`config.mk`:
```
export PLATFORM = sky130hd
export DESIGN_NAME = debounce_sync
export DESIGN_NICKNAME = d
export VERILOG_FILES = /design/src/rtl/debounce_pkg.sv /design/src/rtl/sync_chain.sv /design/src/rtl/debounce_sync.sv
export SDC_FILE = /design/constraint.sdc
export NUM_CORES = 1
export LEC_CHECK = 0
export CELL_PAD_IN_SITES_DETAIL_PLACEMENT = 0
export CELL_PAD_IN_SITES_GLOBAL_PLACEMENT = 1
export CORE_AREA = 2 2 39 41
export CTS_CLUSTER_SIZE = 10
export DETAILED_ROUTE_END_ITERATION = 8
export DIE_AREA = 0 0 41 43
export GPL_TIMING_DRIVEN = 0
export HOLD_SLACK_MARGIN = 0.15
export PLACE_DENSITY_LB_ADDON = 0.1
export SETUP_SLACK_MARGIN = 0.1
export SYNTH_ARGS = -nofsm -noshare
export SYNTH_HDL_FRONTEND = slang
export SYNTH_SLANG_ARGS = --single-unit
```
`constraint.sdc`:
```
create_clock -name clk -period 1.1 [get_ports clk]
set_clock_uncertainty 0.1 [all_clocks]
set_input_delay 0.11 -clock clk [delete_from_list [all_inputs] [get_ports clk]]
set_output_delay 0.11 -clock clk [all_outputs]
set_load 0.005 [all_outputs]
```
`src/rtl/debounce_pkg.sv`:
```
// Shared types and defaults for the debounce_sync input-conditioning stage.
// Types only: no latency, no backpressure.
package debounce_pkg;

  typedef enum logic [1:0] {
    STABLE_LO,
    QUAL_HI,
    STABLE_HI,
    QUAL_LO
  } db_state_t;

  localparam int DEFAULT_STABLE_CYCLES = 4;

endpackage

```
`src/rtl/sync_chain.sv`:
```
// sync_chain: STAGES-flop synchronizer for one asynchronous bit; latency STAGES edges.
// No backpressure: samples every clock, resets asynchronously to RESET_LEVEL.
module sync_chain #(
  parameter int   STAGES      = 2,
  parameter logic RESET_LEVEL = 1'b0
) (
  input  logic clk,
  input  logic reset_n,
  input  logic d,
  output logic q
);

  logic [STAGES-1:0] ff;

  // d feeds the first flop directly so nothing can glitch ahead of the metastability window
  always_ff @(posedge clk or negedge reset_n) begin
    if (!reset_n) begin
      ff <= {STAGES{RESET_LEVEL}};
    end else begin
      ff <= {ff[STAGES-2:0], d};
    end
  end

  assign q = ff[STAGES-1];

endmodule

```
`src/rtl/debounce_sync.sv`:
```
// debounce_sync: synchronize raw_in, then flip level after STABLE_CYCLES consecutive differing samples.
// Latency SYNC_STAGES+STABLE_CYCLES edges; no backpressure, rise/fall are one-cycle registered strobes.
module debounce_sync
  import debounce_pkg::*;
#(
  parameter int   SYNC_STAGES   = 2,
  parameter int   STABLE_CYCLES = DEFAULT_STABLE_CYCLES,
  parameter logic RESET_LEVEL   = 1'b0
) (
  input  logic clk,
  input  logic reset_n,
  input  logic raw_in,
  output logic level,
  output logic rise,
  output logic fall,
  output logic busy
);

  localparam int             CW          = $clog2(STABLE_CYCLES + 1);
  localparam logic [CW-1:0]  LAST        = CW'(STABLE_CYCLES - 1);
  localparam logic [CW-1:0]  ONE         = CW'(1);
  localparam bit             SINGLE      = (STABLE_CYCLES == 1);
  localparam db_state_t      RESET_STATE = RESET_LEVEL ? STABLE_HI : STABLE_LO;

  if (SYNC_STAGES < 2 || SYNC_STAGES > 4) begin : g_bad_stages
    $error("debounce_sync: SYNC_STAGES must be 2..4");
  end
  if (STABLE_CYCLES < 1) begin : g_bad_cycles
    $error("debounce_sync: STABLE_CYCLES must be >= 1");
  end

  logic          s;
  db_state_t     state, state_nxt;
  logic [CW-1:0] cnt, cnt_nxt;
  logic          level_nxt, rise_nxt, fall_nxt;

  sync_chain #(
    .STAGES      (SYNC_STAGES),
    .RESET_LEVEL (RESET_LEVEL)
  ) u_sync (
    .clk     (clk),
    .reset_n (reset_n),
    .d       (raw_in),
    .q       (s)
  );

  always_ff @(posedge clk or negedge reset_n) begin
    if (!reset_n) begin
      state <= RESET_STATE;
      cnt   <= '0;
      level <= RESET_LEVEL;
      rise  <= 1'b0;
      fall  <= 1'b0;
    end else begin
      state <= state_nxt;
      cnt   <= cnt_nxt;
      level <= level_nxt;
      rise  <= rise_nxt;
      fall  <= fall_nxt;
    end
  end

  always_comb begin
    state_nxt = state;
    cnt_nxt   = cnt;
    level_nxt = level;
    rise_nxt  = 1'b0;
    fall_nxt  = 1'b0;
    case (state)
      STABLE_LO: begin
        if (s) begin
          if (SINGLE) begin
            level_nxt = 1'b1;
            rise_nxt  = 1'b1;
            state_nxt = STABLE_HI;
          end else begin
            cnt_nxt   = ONE;
            state_nxt = QUAL_HI;
          end
        end
      end
      QUAL_HI: begin
        if (!s) begin
          cnt_nxt   = '0;
          state_nxt = STABLE_LO;
        end else if (cnt == LAST) begin
          level_nxt = 1'b1;
          rise_nxt  = 1'b1;
          cnt_nxt   = '0;
          state_nxt = STABLE_HI;
        end else begin
          cnt_nxt = cnt + ONE;
        end
      end
      STABLE_HI: begin
        if (!s) begin
          if (SINGLE) begin
            level_nxt = 1'b0;
            fall_nxt  = 1'b1;
            state_nxt = STABLE_LO;
          end else begin
            cnt_nxt   = ONE;
            state_nxt = QUAL_LO;
          end
        end
      end
      QUAL_LO: begin
        if (s) begin
          cnt_nxt   = '0;
          state_nxt = STABLE_HI;
        end else if (cnt == LAST) begin
          level_nxt = 1'b0;
          fall_nxt  = 1'b1;
          cnt_nxt   = '0;
          state_nxt = STABLE_LO;
        end else begin
          cnt_nxt = cnt + ONE;
        end
      end
      default: begin
        state_nxt = RESET_STATE;
        cnt_nxt   = '0;
      end
    endcase
  end

  assign busy = (state == QUAL_HI) || (state == QUAL_LO);

  a_strobe_excl: assert property (@(posedge clk) disable iff (!reset_n) !(rise && fall));

endmodule

```
==> summary by stage, run 1 <==
Placement
After legalization and detailed placement, the total HPWL measured 512 um. The weighted congestion reported at the end of routability-driven placement is 0.737. Once placement finished, the instance area stood at 493 um^2. The number of buffer cells added on primary ports is 6. The worst setup slack before clock tree synthesis is -0.130 ns.

Critical path
STA puts the critical path data arrival time at 1.27 ns. Among cell families on the critical path, the largest total delay comes from flip-flops. The worst reg-to-reg path cell count is 4. The launching point of the worst reg2reg path is cnt[0]$_DFFE_PN0P_. The worst setup path is of the reg -> reg kind. The launch point of the critical path is cnt[0]$_DFFE_PN0P_. The buffers plus inverters on the worst setup path is 0. Traced cell by cell, the critical path runs through ha_4 > and3b_2 > a21oi_2 > o21ai_1. STA classifies the critical path endpoint as a flop. In this run the critical register-to-register path is captured at level$_DFFE_PN0P_. The worst register-to-register path has a setup slack of -0.12 ns. The largest individual stage delay along the critical path comes from the cell sky130_fd_sc_hd__dfrtp_1. The worst setup path is launched from a flop. The required time at the endpoint of the critical path is between 1 and 1.5 ns.

The highest net fanout along the worst path is 4. For this run, the slowest stage of the critical path takes 0.41 ns.

Final layout
After routing the design area is 596 um^2. From synthesis to final layout, the design area changed by 48.3%. The number of antenna diodes in the final layout is 0. After the last flow step, the layout net total stands at 56. The post-route netlist has 49.0% of its cells at a drive strength greater than 1.

Die
The floorplan has 14 rows. The width of the die is 41 um. The area of the core region is 1380 um^2.

7 I/O pins were placed. The floorplan die area is about 1800 um^2. The initial cell density of the core is 29.0%.

The floorplan die height is ~43 um.

Logic synthesis
Yosys printed 0 warnings. Synthesis produced a netlist with a net count of 39. The cell count after synthesis came out at 35.

The xor and xnor area share after synthesis is 4.36%. The post-synthesis share of cell area spent on and, or, nand and nor gates is about a fifth. The sequential fraction of the synthesis area is 62.3%. In this run, distinct cell masters in the synthesized netlist total 19. The dominant combinational cell family by area after synthesis is simple AND/OR/NAND/NOR gates. The synthesized netlist devotes 8.72% of its cell area to compound gates. The cell area after synthesis is between 400 and 500 um^2. The flip-flop and latch count after synthesis is 10. Summing the areas of all fa, ha and maj instances in the mapped netlist gives 3.12% of the synthesized area.

The synthesized area per cell is 11.5 um^2. Of the post-synthesis cell area, the part taken by muxes is 0%.

STA
The maximum operating frequency is 820 MHz. The worst path setup slack after routing is -0.120 ns. Setup repair after global routing could not meet its margin everywhere.

In this run the tightest slew margin relative to its limit is 70.0%. The clock period minus final worst setup slack is 1.22 ns. The slew at the pin closest to its max-slew limit is between 0.4 and 0.5 ns.

Setup violations remaining at the end of the flow were counted as 5. The number of hold violations in the final report is 0. The final cycle utilization of the critical path is 111%. The number of max-slew violations in the final report is 0.

Global route
The number of antenna violations at the first check in global routing is 0. The via count of the first global-routing pass is 287. The total global routing track utilization is 11.6%.

The largest net degree at the start of global routing is 11. The global-route congestion overflow total is 0. The first global-routing pass estimated 1260 um of wire.

CTS
CTS built an H-tree with a depth of 1. TritonCTS created 3 clock buffers. The clock tree from TritonCTS is built.

The clock-pin slew on the worst setup and hold paths is 0.07 ns. The buffer cell driving the clock tree root is sky130_fd_sc_hd__clkbuf_4. The later pin in the worst-skew pair is clocked with a latency of 0.27 ns.

The number of sinks on the clock net is 10. The longest clock path from root to sink contains 2 buffers.

Pwr
The cell area power density is roughly 2300 nW/um^2. The total power of the final layout is 1.35 mW. The analysis attributes to cell leakage a power of 0.269 nW. The peak supply drop is about 1.2 mV.

Route
The total routed wirelength is 769 um. The count of TritonRoute iterations in the first routing pass is 2. The violation count after the first detailed-routing iteration is 1.

Dividing the detail-routed wire length by the instance count gives 11.5 um. The count of nets left with antenna violations once routing finished came out at 0. The detailed router placed 296 vias in this run.

After detailed routing, the number of remaining DRC violations is 0. The via density per instance is 4.42.

Min path
The worst min-delay path class is in -> async.

Run status
The final reports fail on setup timing. The flow ran to the end, but the final reports show violations.

Job
The tool flagged a number of max-cap violations equal to 0.
## worst max-delay path by stage
stage / to / slack (ns) / cells past startpoint
after global routing: level$_DFFE_PN0P_ / -0.16 / 4
after detailed placement: busy / -0.13 / 2
after floorplan: level$_DFFE_PN0P_ / -0.04 / 4
after CTS: level$_DFFE_PN0P_ / -0.13 / 4
final: level$_DFFE_PN0P_ / -0.12 / 4
after global placement: busy / -0.13 / 2
## cell usage after synthesis (all sizes together)
cell	count	share of area, %
dfrtp	10	62
xnor2	1	2.2
xor2	1	2.2
nand3b	1	1.9
and3b	1	2.2
nand2	5	4.7
nand4	1	1.6
clkbuf	1	0.93
nand2b	1	1.6
nor2	3	2.8
a22oi	1	1.9
inv	1	0.93
o21ai	3	3.7
nor3b	2	5.0
ha	1	3.1
a21oi	1	1.2
o21a	1	1.9
## report_power, final
group          total [mW]  switching (mW)  internal (mW)  leakage [nW]
logic               0.484           0.210          0.273         0.129
clock network       0.328           0.127          0.201        0.0210
registers           0.539          0.0887          0.450         0.120
## placed cells by master (no fill, tap or decap), types with 2 or more instances in the layout
| cell | instances |
|---|---|
| sky130_fd_sc_hd__nand2_2 | 2 |
| sky130_fd_sc_hd__buf_2 | 3 |
| sky130_fd_sc_hd__clkdlybuf4s50_1 | 2 |
| sky130_fd_sc_hd__nand2_1 | 3 |
| sky130_fd_sc_hd__clkbuf_4 | 3 |
| sky130_fd_sc_hd__nor2_1 | 3 |
| sky130_fd_sc_hd__buf_4 | 6 |
| sky130_fd_sc_hd__dfrtp_2 | 3 |
| sky130_fd_sc_hd__o21ai_1 | 2 |
| sky130_fd_sc_hd__dfrtp_1 | 7 |
## kinds of logic (layout without fill, tap and decap cells)
kind of cell	Yosys count	in the layout
xor+xnor	2	2
buf+inv	2	18
flops	10	10
fa+ha+maj	1	1
simple gates	14	14
compound gates	6	6
## registers in the layout, summed over array words and instances, names as in the netlist, named ones only
name / count
u_sync.ff: 2
state: 1
rise: 1
fall: 1
cnt: 3
level: 1
## what timing repair did
item / 4_1_cts / 5_1_grt
setup buffers: 6 / 0
hold endpoints to repair: 10 / 10
resized for setup: 20 / 4
pin swaps: 2 / 1
endpoints found under the setup margin: 12 / 10
## layout make-up
class | count | area [um^2]
multi-input cells | 23 | 193
clock buffers | 4 | 36.3
repair buffers | 12 | 85.1
inverters | 1 | 3.75
plain buffers | 1 | 3.75
flip-flops and latches | 10 | 254
well taps | 16 | 20.0
fillers | 140 | 788
## routing by layer
metal,global-route usage [%],wire length [um],vias to the layer above
li1,-,-,149
met1,13.4,334,140
met5,0,0,-
met2,16.6,379,7
met3,7.85,55,0
met4,4.00,0,0
## stage by stage
step | TNS (ns) | hold slack, ns | utilization, % | instances
3_3_place_gp | -0.369 | 0.236 | 35.6 | 57
4_1_cts | -0.428 | 0.0719 | 42.3 | 67
2_1_floorplan | -0.0395 | -0.286 | - | 35
5_1_grt | -0.647 | 0.0876 | 43.0 | 67
3_5_place_dp | -0.447 | 0.252 | 35.6 | 57
6_report | -0.337 | 0.0524 | 43.0 | 67
## worst reg2reg max path, cell delays in order (launching register included)
cell	delay (ns)
sky130_fd_sc_hd__dfrtp_1	0.41
sky130_fd_sc_hd__ha_4	0.19
sky130_fd_sc_hd__and3b_2	0.23
sky130_fd_sc_hd__a21oi_2	0.12
sky130_fd_sc_hd__o21ai_1	0.06
Note: power is estimated with default switching activity, not from simulation.
==> inputs of run 2 (changes only) <==
CELL_PAD_IN_SITES_DETAIL_PLACEMENT = default   (was 0)
CELL_PAD_IN_SITES_GLOBAL_PLACEMENT = default   (was 1)
PLACE_DENSITY_LB_ADDON = default   (was 0.1)
==> run 2 against run 1 <==
Effect of this change:
- register-to-register slack barely moved
- the flow still finishes with violations (setup timing)
- largest cell class unchanged
- via count increased by 9.1%
- global-route usage grew 1.5 points
- sequential share of layout area increased by 0.090 points
==> summary by stage, run 2 (synthesis results as in run 1) <==
CTS
The clock-pin slew on the worst setup and hold paths is 0.06 ns (about the same). The clock latency on the worst-skew pair is 0.26 ns (about the same). The clock tree from TritonCTS is built. The number of H-tree levels is 1 (unchanged).

The buffer cell driving the clock tree root is sky130_fd_sc_hd__clkbuf_4. The TritonCTS buffer count is 3 (unchanged). The buffer levels on the longest clock path came to 2 (unchanged). The number of sinks on the clock net is 10 (unchanged).

STA
The final cycle utilization of the critical path is 110% (-1.3 points). The slew at the pin closest to its max-slew limit is 0.444 ns (-0.00402 ns). The maximum operating frequency is 829 MHz (+1.2%). The number of max-slew violations in the final report is 0 (unchanged).

The clock period minus final worst setup slack was 1.21 ns (-0.0142 ns). The worst path setup slack after routing was -0.106 ns (+0.0142 ns). The number of hold violations in the final report is 0 (unchanged). The max-slew headroom at the worst pin is 70.3% (+0.27 points). Setup repair after global routing could not meet its margin everywhere.

The setup TNS after final layout is -0.389 ns (-0.0517 ns). The worst hold slack came to 0.0565 ns (+0.00403 ns). The final-report setup violation count came to 7 (+2).

Die
The area of the core region was 1380 um^2 (unchanged). The number of ports placed on the die boundary came to 7 (unchanged). The width of the die is 41 um (unchanged). The initial cell density of the core is 29.0% (unchanged).

The floorplan die height is 43 um (unchanged). The floorplan die area is 1760 um^2 (unchanged). The number of placement rows was 14 (unchanged).

Final layout
In the layout the commonest cells are sky130_fd_sc_hd__dfrtp_1 (7), sky130_fd_sc_hd__buf_4 (6), sky130_fd_sc_hd__nand2_1 (5). cnt holds more flip-flops than any other register. The fraction of layout instances using a drive strength above 1 is 48.1% (-0.94 points). The register area is 254 um^2 (unchanged).

The library cell used most frequently in the layout, excluding fill and tap cells, is sky130_fd_sc_hd__dfrtp_1. The number of inserted diodes is 0 (unchanged). The final-stage net count was 57 (+1.8%).

The layout overhead on the synthesized area is 48.0%. In the final layout, the registers with the most flip-flops are cnt (3), u_sync.ff (2). The flip-flop count of the largest register, all copies and words added is 3 (unchanged). The post-route cell area came to 594 um^2 (-0.21%). The filler cell count came to 136 (-2.9%). The area occupied by multi-input gates is 190 um^2 (-1.3%).

Global route
The via count of the first global-routing pass is 334 (+16%). The number of antenna violations at the first check in global routing is 0 (unchanged). The largest net degree at the start of global routing is 11 (unchanged). The global-route congestion overflow total is 0 (unchanged). The total global routing track utilization is 13.1% (+1.5 points). The global-route wire length before repair is 1470 um (+17%).

Placement
The number of buffer cells added on primary ports is 6 (unchanged). The worst setup slack before clock tree synthesis came to -0.142 ns (-0.0119 ns). The instance area at placement is 493 um^2 (unchanged). The weighted congestion reported at the end of routability-driven placement is 0.643 (-13%). The estimated wirelength of the detail-placed design is 494 um (-3.6%).

Route
The routed length per placed instance came to 11.8 um (+2.9%). The via density per instance is 4.75 (+7.5%). The via count came to 323 (+9.1%). The DRC violation count after routing is 0 (unchanged). The count of TritonRoute iterations in the first routing pass is 1 (-1). The total routed wirelength is 803 um (+4.4%). The count of antenna-violating nets left after detailed routing came to 0 (unchanged). The violation count after the first detailed-routing iteration came to 0 (-1).

Critical path
The worst reg-to-reg path cell count was 4 (unchanged). The destination of the worst register-to-register timing path is level$_DFFE_PN0P_. The worst setup path is of the reg -> reg kind. The worst-case register-to-register setup slack is -0.11 ns (about the same).

The critical path arrival is 1.25 ns (-0.02 ns). The type of element launching the critical path is a flop. The worst register-to-register path begins at cnt[1]$_DFFE_PN0P_. The highest net fanout along the worst path is 3 (-1).

The required time at the endpoint of the critical path is 1.15 ns (about the same). The kind of end point of the critical path is a flop.

Pwr
The total power of the final layout was 1.32 mW (-2.3%). The peak supply drop is 0.831 mV (-29%). The sequential power share is 40.3% (+0.4 points). The switching power is 0.428 mW (+0.46%). The cell internal power dissipation is 0.891 mW (-3.6%).

The static power due to leakage came to 0.268 nW (-0.35%). The share of total power in the clock network is 19.4% (-4.9 points). The portion of total power attributed to combinational logic is 40.3% (+4.5 points). The switching fraction of total power came to 32.5% (+0.89 points). The cell area power density is 2220 nW/um^2 (-2.1%).

Job
The max capacitance violation total is 0 (unchanged).

Min path
The path class of the tightest hold or removal check is in -> async.

Run status
The flow ran to the end, but the final reports show violations. The final reports fail on setup timing.
## run 2: layer usage
layer  track usage [%]  wire length [um]
met1              15.8               324
met2              19.1               423
met3              1.57                31
met4              12.0                23
met5                 0                 0
## run 2: timing repair
action / in CTS / in global routing
gates resized for setup: 22 / 2
hold endpoints to repair: 10 / 10
buffers inserted: 5 / 2
setup endpoints to repair: 12 / 10
pin swaps: 3 / 2
## run 2: worst max-delay path by stage
stage,startpoint,slack [ns],endpoint
6_report,cnt[1]$_DFFE_PN0P_,-0.11,level$_DFFE_PN0P_
5_1_grt,cnt[1]$_DFFE_PN0P_,-0.15,level$_DFFE_PN0P_
4_1_cts,cnt[0]$_DFFE_PN0P_,-0.09,level$_DFFE_PN0P_
3_5_place_dp,state[0]$_DFFE_PN0P_,-0.14,busy
3_3_place_gp,state[0]$_DFFE_PN0P_,-0.13,busy
2_1_floorplan,cnt[1]$_DFFE_PN0P_,-0.04,level$_DFFE_PN0P_
## run 2: metrics by stage
| step | utilization (%) | std cells |
|---|---|---|
| 3_3_place_gp | 35.6 | 57 |
| 2_1_floorplan | - | 35 |
| 4_1_cts | 41.9 | 66 |
| 5_1_grt | 42.9 | 68 |
| 3_5_place_dp | 35.6 | 57 |
| 6_report | 42.9 | 68 |
## run 2: layout make-up
type                    instances  area share (%)
flip-flops and latches         10            42.7
multi-input cells              23            32.0
repair buffers                 13            16.2
clock buffers                   4            4.42
well taps                      16            3.37
plain buffers                   1           0.632
inverters                       1           0.632
## run 2: power by group through the flow
stage               sequential, mW  clock (mW)  combinational (mW)
floorplan                    0.523           0               0.222
global placement             0.536           0               0.317
detailed placement           0.543           0               0.328
CTS                          0.534       0.267               0.490
global route                 0.546       0.292               0.599
finish                       0.532       0.256               0.531
## run 2: critical path, cell delays in order (launching register included)
cell	delay [ns]
sky130_fd_sc_hd__dfrtp_1	0.39
sky130_fd_sc_hd__ha_2	0.20
sky130_fd_sc_hd__and3b_2	0.22
sky130_fd_sc_hd__a21oi_2	0.12
sky130_fd_sc_hd__o21ai_1	0.07
==> inputs of run 3 (changes only) <==
CTS_CLUSTER_DIAMETER = 80   (was default)
==> results of run 3 <==
Final layout, timing and power as in run 2 (identical DEF).
